$ cat config.mk
export PLATFORM = sky130hd
export DESIGN_NAME = pipelined_add_n_bit
export DESIGN_NICKNAME = d
export VERILOG_FILES = /design/src/rtl/pipelined_add_n_bit_pkg.sv /design/src/rtl/pipelined_add_n_bit_add_slice.sv /design/src/rtl/pipelined_add_n_bit.sv
export SDC_FILE = /design/constraint.sdc
export NUM_CORES = 1
export LEC_CHECK = 0
export ABC_CLOCK_PERIOD_IN_PS = 4700
export BUFFER_PORTS_ARGS = -buffer_cell sky130_fd_sc_hd__buf_2
export CAP_MARGIN = 25
export CORE_UTILIZATION = 43
export CTS_CLUSTER_SIZE = 24
export DETAILED_ROUTE_END_ITERATION = 10
export GPL_ROUTABILITY_DRIVEN = 0
export PLACE_DENSITY_LB_ADDON = 0.1
export RECOVER_POWER = 100
export SYNTH_ARGS = -nofsm -noshare
export SYNTH_HDL_FRONTEND = slang
export SYNTH_SLANG_ARGS = --single-unit
$ cat constraint.sdc
create_clock -name Clock -period 4.7 [get_ports Clock]
set_input_delay 0.47 -clock Clock [delete_from_list [all_inputs] [get_ports Clock]]
set_output_delay 0.47 -clock Clock [all_outputs]
set_load 0.02 [all_outputs]
$ cat src/rtl/pipelined_add_n_bit_pkg.sv
// Shared defaults for the pipelined adder: operand width, stage count and
// the derived per-stage slice width.
// Imported by the top level and the slice adder.
package pipelined_add_n_bit_pkg;

  localparam int DEFAULT_N      = 8;
  localparam int DEFAULT_STAGES = 2;

  // Width of the operand slice handled by each pipeline stage.
  function automatic int slice_width(input int n, input int stages);
    return n / stages;
  endfunction

  localparam int DEFAULT_W = slice_width(DEFAULT_N, DEFAULT_STAGES);

endpackage

$ cat src/rtl/pipelined_add_n_bit_add_slice.sv
// Purpose: combinational W-bit adder slice with carry-in.
// Latency: 0 cycles (pure combinational).
// Backpressure: none; the enclosing pipeline register decides when to capture.
module add_slice
  import pipelined_add_n_bit_pkg::*;
#(
  parameter int W = DEFAULT_W
) (
  input  logic [W-1:0] a,
  input  logic [W-1:0] b,
  input  logic         cin,
  output logic [W-1:0] sum,
  output logic         cout,
  output logic         c_msb
);

  logic [W:0] full;

  // One wide add; the extra bit is the slice carry-out.
  assign full = {1'b0, a} + {1'b0, b} + {{W{1'b0}}, cin};

  assign sum  = full[W-1:0];
  assign cout = full[W];

  // Carry into the MSB is recovered from the MSB sum bit: s = a ^ b ^ c.
  // Using it avoids a second adder and also works when W = 1.
  assign c_msb = full[W-1] ^ a[W-1] ^ b[W-1];

endmodule

$ cat src/rtl/pipelined_add_n_bit.sv
// Purpose: N-bit add/subtract split into STAGES ripple slices with skew/deskew registers.
// Latency: exactly STAGES enabled cycles from in_valid to out_valid.
// Backpressure: en low freezes every register, including the valid bits.
module pipelined_add_n_bit
  import pipelined_add_n_bit_pkg::*;
#(
  parameter int N      = DEFAULT_N,
  parameter int STAGES = DEFAULT_STAGES
) (
  input  logic         Clock,
  input  logic         Resetn,
  input  logic         en,
  input  logic         in_valid,
  input  logic [N-1:0] a,
  input  logic [N-1:0] b,
  input  logic         c_in,
  input  logic         sub,
  output logic [N-1:0] sum,
  output logic         c_out,
  output logic         overflow,
  output logic         out_valid
);

  localparam int W = slice_width(N, STAGES);

  // Subtraction is a + ~b + 1: invert B up front, force the initial carry to 1.
  logic [N-1:0] b_eff;
  assign b_eff = b ^ {N{sub}};

  for (genvar k = 0; k < STAGES; k++) begin : stage
    localparam int LO = k * W;
    localparam int HI = LO + W;

    logic [W-1:0]  sa;
    logic [W-1:0]  sb;
    logic [W-1:0]  ss;
    logic          cin_k;
    logic          cout_k;
    logic          cmsb_k;
    logic          vld_d;
    logic [HI-1:0] res_d;

    // Result bits [HI-1:0] completed so far, plus carry and valid for the next stage.
    logic [HI-1:0] res_q;
    logic          carry_q;
    logic          vld_q;

    if (k == 0) begin : g_src
      assign sa    = a[W-1:0];
      assign sb    = b_eff[W-1:0];
      assign cin_k = sub | c_in;
      assign vld_d = in_valid;
      assign res_d = ss;
    end else begin : g_src
      assign sa    = stage[k-1].g_skew.a_q[HI-1:LO];
      assign sb    = stage[k-1].g_skew.b_q[HI-1:LO];
      assign cin_k = stage[k-1].carry_q;
      assign vld_d = stage[k-1].vld_q;
      assign res_d = {ss, stage[k-1].res_q};
    end

    add_slice #(.W(W)) u_slice (
      .a    (sa),
      .b    (sb),
      .cin  (cin_k),
      .sum  (ss),
      .cout (cout_k),
      .c_msb(cmsb_k)
    );

    // Deskew: append this slice to the finished lower slices, and pass the carry and valid along.
    always_ff @(posedge Clock or negedge Resetn) begin
      if (!Resetn) begin
        res_q   <= '0;
        carry_q <= 1'b0;
        vld_q   <= 1'b0;
      end else if (en) begin
        res_q   <= res_d;
        carry_q <= cout_k;
        vld_q   <= vld_d;
      end
    end

    if (k < STAGES - 1) begin : g_skew
      logic [N-1:HI] a_d;
      logic [N-1:HI] b_d;
      logic [N-1:HI] a_q;
      logic [N-1:HI] b_q;

      if (k == 0) begin : g_fwd
        assign a_d = a[N-1:HI];
        assign b_d = b_eff[N-1:HI];
      end else begin : g_fwd
        assign a_d = stage[k-1].g_skew.a_q[N-1:HI];
        assign b_d = stage[k-1].g_skew.b_q[N-1:HI];
      end

      // Skew: carry the unconsumed operand slices along with the carry.
      always_ff @(posedge Clock or negedge Resetn) begin
        if (!Resetn) begin
          a_q <= '0;
          b_q <= '0;
        end else if (en) begin
          a_q <= a_d;
          b_q <= b_d;
        end
      end
    end

    if (k == STAGES - 1) begin : g_ovf
      logic ovf_q;

      // Signed overflow: carry into the top bit differs from the carry out of it.
      always_ff @(posedge Clock or negedge Resetn) begin
        if (!Resetn) begin
          ovf_q <= 1'b0;
        end else if (en) begin
          ovf_q <= cout_k ^ cmsb_k;
        end
      end
    end
  end

  assign sum       = stage[STAGES-1].res_q;
  assign c_out     = stage[STAGES-1].carry_q;
  assign overflow  = stage[STAGES-1].g_ovf.ovf_q;
  assign out_valid = stage[STAGES-1].vld_q;

endmodule
==> results of run 1 <==
-- cell type report --
cell class,count,area share [%]
clock buffer,4,1.796
inverter,6,1.540
multi-input combinational,66,41.49
sequential,25,42.77
tap,31,2.652
timing repair buffer,32,9.752
-- synthesized netlist by cell type --
cell type	n	share of area [%]
nor2_1	7	2.1
fa_1	4	6.3
inv_1	6	1.8
nand2_1	1	0.29
mux2_2	15	13
o21ai_0	1	0.39
clkbuf_1	2	0.59
a21oi_2	1	0.68
xnor2_1	9	6.2
xor2_1	4	2.7
a21o_1	4	2.3
or2_2	1	0.49
xnor3_1	1	1.8
buf_2	3	1.2
a21oi_1	10	3.9
dfrtp_1	25	49
ha_1	6	5.9
mux2i_1	2	1.6
-- cells in the final DEF (no fill, tap or decap), drive strengths merged --
master  netlist  layout
dfrtp        25      25
buf           3      18
clkbuf        2      18
mux2         15      15
a21oi        11      11
xnor2         9       9
nor2          7       7
inv           6       6
ha            6       6
xor2          4       4
a21o          4       4
fa            4       4
mux2i         2       2
or2           1       1
nand2         1       1
o21ai         1       1
xnor3         1       1
-- worst max-delay path, stage by stage --
cell and delay, ns:
clkbuf_1 0.44, xor2_1 0.17, fa_1 0.45, fa_1 0.41, a21o_1 0.19, a21oi_1 0.13, a21oi_1 0.07
-- through the flow --
step / instances / instance area [um2] / power [mW] / setup slack [ns]
6_report: 164 / 1463 / 0.6133 / 2.500
3_5_place_dp: 160 / 1458 / 0.5404 / 2.344
3_3_place_gp: 160 / 1458 / 0.5322 / 2.372
5_1_grt: 164 / 1463 / 0.6600 / 2.341
2_1_floorplan: 102 / 1281 / 0.4680 / 2.443
4_1_cts: 164 / 1484 / 0.6388 / 2.590
-- cell families after synthesis --
family / synth area share (%)
simple gates: 2.832
mux: 14.75
buf+inv: 3.515
compound gates: 7.324
fa+ha+maj: 12.11
xor+xnor: 10.64
flops: 48.83
-- path summary, 6_finish.rpt --
check	to	slack [ns]	depth (start not counted)
hold / removal	stage[0].g_skew.a_q[5]	0.38	3
min in group asynchronous	stage[0].g_skew.a_q[7]	0.43	1
max in group asynchronous	stage[0].res_q[0]	3.49	1
hold reg to reg	sum[6]	0.52	1
setup reg to reg	overflow	2.51	8
setup / recovery	stage[0].carry_q	2.50	7
-- state kept, by name, summed over array words and instances, names as in the netlist --
signal            count
c_out                 1
out_valid             1
overflow              1
stage.carry_q         1
stage.g_skew.a_q      4
stage.g_skew.b_q      4
stage.res_q           4
stage.vld_q           1
sum                   8
-- power by group through the flow --
| stage | Sequential (mW) | Clock [mW] | Combinational (mW) |
|---|---|---|---|
| 2_1_floorplan | 0.344 | 0 | 0.124 |
| 3_3_place_gp | 0.300 | 0 | 0.232 |
| 3_5_place_dp | 0.303 | 0 | 0.237 |
| 4_1_cts | 0.298 | 0.102 | 0.239 |
| 5_1_grt | 0.305 | 0.108 | 0.247 |
| 6_report | 0.298 | 0.0934 | 0.222 |
-- layer usage --
layer | share of wire (%) | GRT usage [%] | vias up
met5 | 0 | 0 | -
met4 | 0.63 | 5.226 | 0
met3 | 4.5 | 2.304 | 2
met2 | 49 | 24.71 | 17
met1 | 46 | 18.85 | 385
li1 | - | - | 401
==> impl_metrics.csv, run 1 <==
group,metric,value,unit
power_and_ir_drop,p_leak,0.6839,nW
global_routing,grt_pass1_wl,3594,um
finish,num-fill-cells,270,
clock_tree,numCtsBuffers,3,
clock_tree,cts_tree,"built",
run_status,status,"finished, violations left",
finish,syn2layout_area_growth,14.16,%
sta,period_share,46.80,%
route,drc_errors,0,
clock_tree,holdBufCountCts,0,
floorplan,die_y,56.59,um
floorplan,initial_utilization,46.06,%
hold_path,hp-start,"a[5]",
power_and_ir_drop,powerDensity,419.3,mW/mm2
hold_path,hold_class,"primary input to flop",
critical_path,critical_path_class,"primary input to flop",
logic_synthesis,avgSynthCellArea,12.56,um2
clock_tree,clock-sinks,25,
critical_path,arrival,2.34,ns
floorplan,core-area,0.002781,mm2
logic_synthesis,ys_ff_latch,25,
floorplan,io_pins,33,
power_and_ir_drop,combPwrFrac,36.2,%
power_and_ir_drop,peakVddDrop,248.0,uV
floorplan,dieArea,0.003202,mm2
sta,period_needed,2.200,ns
finish,fin_util,52.59,%
critical_path,crit_path_start_kind,"primary input",
clock_tree,cts-resized-gates,0,
critical_path,critPathMaxFanout,9,
power_and_ir_drop,p_seq_share,48.6,%
clock_tree,cts_root_buffer,"clkbuf_4",
place,hpwl,1525,um
clock_tree,clkTransAtPathRegs,0.13,ns
logic_synthesis,synth_fp_nets,134,
clock_tree,clk_latency,0.30,ns
global_routing,overflow,0,
sta,skew,0.001881,ns
power_and_ir_drop,switching_share,33.93,%
finish,multiInputGateArea,606.8,um2
critical_path,cp-end-kind,"flop",
power_and_ir_drop,p_int,405.2,uW
sta,fmax,454.6,MHz
clock_tree,post-cts-setup-buffers,0,
finish,final-seq-area,625.6,um2
sta,maxSlewViolCount,0,
global_routing,grt_max_degree,34,
route,wl,2055,um
finish,drive_gt1_share,27.82,%
route,dr.pass1.iters,4,
sta,fin_setup_tns,0,ns
job,max_cap_violations,1,
logic_synthesis,syn_area,0.001281,mm2
power_and_ir_drop,clkPwrFrac,15.2,%
place,portBuffers,32,
global_routing,antenna_found_initial,0,
clock_tree,cts.path.max_buffers,2,
logic_synthesis,yosysUniqueCellTypes,18,
floorplan,dieWidth,56.59,um
sta,whs,0.3796,ns
finish,diodes,0,
route,wl_per_cell,12.53,um
route,first_iter_violations,10,
sta,rsz0062_at_grt,"no",
global_routing,grt_usage,14.59,%
sta,tightestPinTransition,1.495,ns
logic_synthesis,synthCells,102,
critical_path,crit_required,4.84,ns
sta,hold_viol,0,
critical_path,crit_start,"sub",
sta,slew-limit-headroom,0.3377,%
finish,final_nets,166,
logic_synthesis,ys_seq_area_share,48.83,%
logic_synthesis,synth_warnings,0,
sta,setup_viol,0,
route,via_per_inst,4.909,
global_routing,grt_pass1_vias,843,
floorplan,std_cell_rows,19,
power_and_ir_drop,p_sw,208.1,uW
run_status,violations,"capacitance limit",
clock_tree,htreeDepth,1,
critical_path,r2r_start,"stage[0].carry_q",
route,vias,805,
route,antenna_left,0,
No activity file was read; power rests on OpenSTA's default activity.
==> run 2: changes to the inputs <==
- ABC_AREA: not set -> 1
- ABC_CLOCK_PERIOD_IN_PS: 4700 -> 2040
- clock period: 4.7 -> 2.04 ns (I/O delays scaled with it)
==> impl_metrics.csv, run 2 <==
group,metric,value,unit
run_status,status,"finished, violations left",
run_status,violations,"DRC",
logic_synthesis,synth_commonest_cells,"nand2_1 (43), dfrtp_1 (25), inv_1 (15)",
sta,hold_viol,0,
critical_path,r2r_start,"stage[0].carry_q",
route,drc_errors,2,
critical_path,critical_path_class,"flop to flop",
global_routing,busiest_layer,"met2",
logic_synthesis,ys.flop_type,"dfrtp_1",
clock_tree,clock-sinks,25,
sta,period_share,87.29,%
floorplan,initial_utilization,46.84,%
power_and_ir_drop,power,1.237,mW
power_and_ir_drop,p_leak,0.7853,nW
global_routing,grt_pass1_vias,1025,
finish,layout_commonest_cell,"nand2_1",
critical_path,crit_path_start_kind,"flop",
global_routing,grtUsageMet2,31.40,%
route,antenna_left,0,
critical_path,crit_required,2.26,ns
clock_tree,htreeDepth,1,
logic_synthesis,synth_enable_flop_cells,0,
sta,slew-limit-headroom,9.869,%
hold_path,hold_class,"primary input to flop",
global_routing,use_met1,19.30,%
sta,tightestPinTransition,1.352,ns
logic_synthesis,synth-async-reset-ratio,100.0,%
route,dr.pass1.iters,7,
global_routing,grt_max_degree,30,
global_routing,grt_usage,16.64,%
logic_synthesis,avgSynthCellArea,8.909,um2
finish,diodes,0,
floorplan,io_pins,33,
logic_synthesis,synth.most_common_cell,"nand2_1",
critical_path,critPathMaxFanout,3,
finish,final_nets,216,
route,wl,2508,um
finish,final-seq-area,625.6,um2
job,max_cap_violations,0,
logic_synthesis,synth_area_leader_cell,"dfrtp_1",
clock_tree,numCtsBuffers,3,
logic_synthesis,synth_top_area_share,46.82,%
global_routing,grt_pass1_wl,4271,um
logic_synthesis,ys_seq_area_share,46.82,%
sta,skew,0.003781,ns
clock_tree,cts_root_buffer,"clkbuf_4",
finish,largest_reg_flops,8,
logic_synthesis,synthCells,150,
finish,syn2layout_area_growth,13.95,%
sta,period_needed,1.781,ns
floorplan,core-area,0.002853,mm2
clock_tree,clk_latency,0.31,ns
clock_tree,cts_tree,"built",
route,first_iter_violations,47,
sta,fin_setup_tns,0,ns
sta,maxSlewViolCount,0,
logic_synthesis,ys_ff_latch,25,
logic_synthesis,syn_area,0.001336,mm2
hold_path,hp-start,"a[6]",
sta,fmax,561.6,MHz
critical_path,r2r_setup_slack,0.26,ns
global_routing,overflow,0,
global_routing,gr-usage-met3,2.679,%
global_routing,antenna_found_initial,0,
finish,num-fill-cells,297,
clock_tree,clkTransAtPathRegs,0.14,ns
finish,drive_gt1_share,15.85,%
sta,rsz0062_at_grt,"no",
clock_tree,cts.path.max_buffers,2,
floorplan,std_cell_rows,19,
route,vias,1051,
power_and_ir_drop,powerDensity,812.6,mW/mm2
floorplan,die_y,57.75,um
power_and_ir_drop,peakVddDrop,325.2,uV
critical_path,cp-end-kind,"flop",
logic_synthesis,yosysUniqueCellTypes,25,
route,wl_per_cell,11.72,um
critical_path,crit_start,"stage[0].carry_q",
logic_synthesis,synth_fp_nets,182,
sta,setup_viol,0,
critical_path,arrival,2.00,ns
route,via_per_inst,4.911,
floorplan,dieArea,0.003334,mm2
finish,layout_common_cells,"nand2_1 (43), dfrtp_1 (25), buf_2 (19)",
finish,multiInputGateArea,605.6,um2
place,hpwl,1834,um
logic_synthesis,synth_area_leaders,"dfrtp_1 (47%), nand2_1 (12%), fa_1 (6.0%), ha_1 (5.6%), o21ai_0 (4.9%)",
place,portBuffers,32,
floorplan,dieWidth,57.75,um
logic_synthesis,synth_warnings,0,
## run 2: critical path, stage by stage, from the launching register on
cell,delay [ns]
dfrtp_1,0.43
fa_1,0.46
inv_1,0.09
fa_1,0.17
inv_1,0.07
nand3_1,0.11
nand3_1,0.11
nand2_2,0.08
inv_1,0.04
nand2_1,0.06
nand3_2,0.05
## run 2: kinds of logic after synthesis
group / after synthesis / share of synthesized area (%)
adders and majority gates: 10 / 11.61
and+or+nand+nor: 62 / 19.48
DFF: 25 / 46.82
AOI/OAI and AO/OA: 23 / 9.270
buffers and inverters: 22 / 7.583
xor gates and xnor gates: 8 / 5.243
## run 2: what timing repair did
action                    4_1_cts  5_1_grt
resized for setup               0        0
buffers inserted                0        0
hold buffers                    1        0
hold endpoints to repair       25        0
## run 2: per-layer routing
metal | routed length (um) | share of wire [%]
met1 | 1104 | 44
met2 | 1288 | 51
met3 | 102 | 4.1
met4 | 13 | 0.52
met5 | 0 | 0
## run 2: area by class of cell
type | count | share of cell area, %
clock inverter | 1 | 0.3287
tap | 31 | 2.547
sequential | 25 | 41.08
timing repair buffer | 35 | 10.85
inverter | 16 | 3.944
multi-input combinational | 103 | 39.77
clock buffer | 3 | 1.479
## run 2: per-stage QoR
stage                     hold WS [ns]  worst slack [ns]  cells  instance area (um2)  utilization (%)
after global routing           0.06732            0.1265    214                 1523            53.38
after global placement          0.2178            0.1476    209                 1509            52.89
final                          0.07889            0.2593    214                 1523            53.38
after detailed placement        0.2326           0.09129    209                 1509            52.89
after floorplan               -0.09159            0.1711    150                 1336                -
after CTS                      0.06702            0.2619    214                 1546            54.21
## run 2: where the power goes
group / switching [mW] / internal [mW] / leakage (nW)
logic: 0.250 / 0.139 / 0.465
clock network: 0.147 / 0.0733 / 0.0177
registers: 0.0466 / 0.582 / 0.303
## run 2: path summary, 6_finish.rpt
check                                          to  depth (start not counted)
setup / recovery                         overflow                         10
hold / removal             stage[0].g_skew.a_q[6]                          3
setup reg to reg                         overflow                         10
hold reg to reg                         out_valid                          2
max in group asynchronous                  sum[6]                          2
min in group asynchronous               out_valid                          2
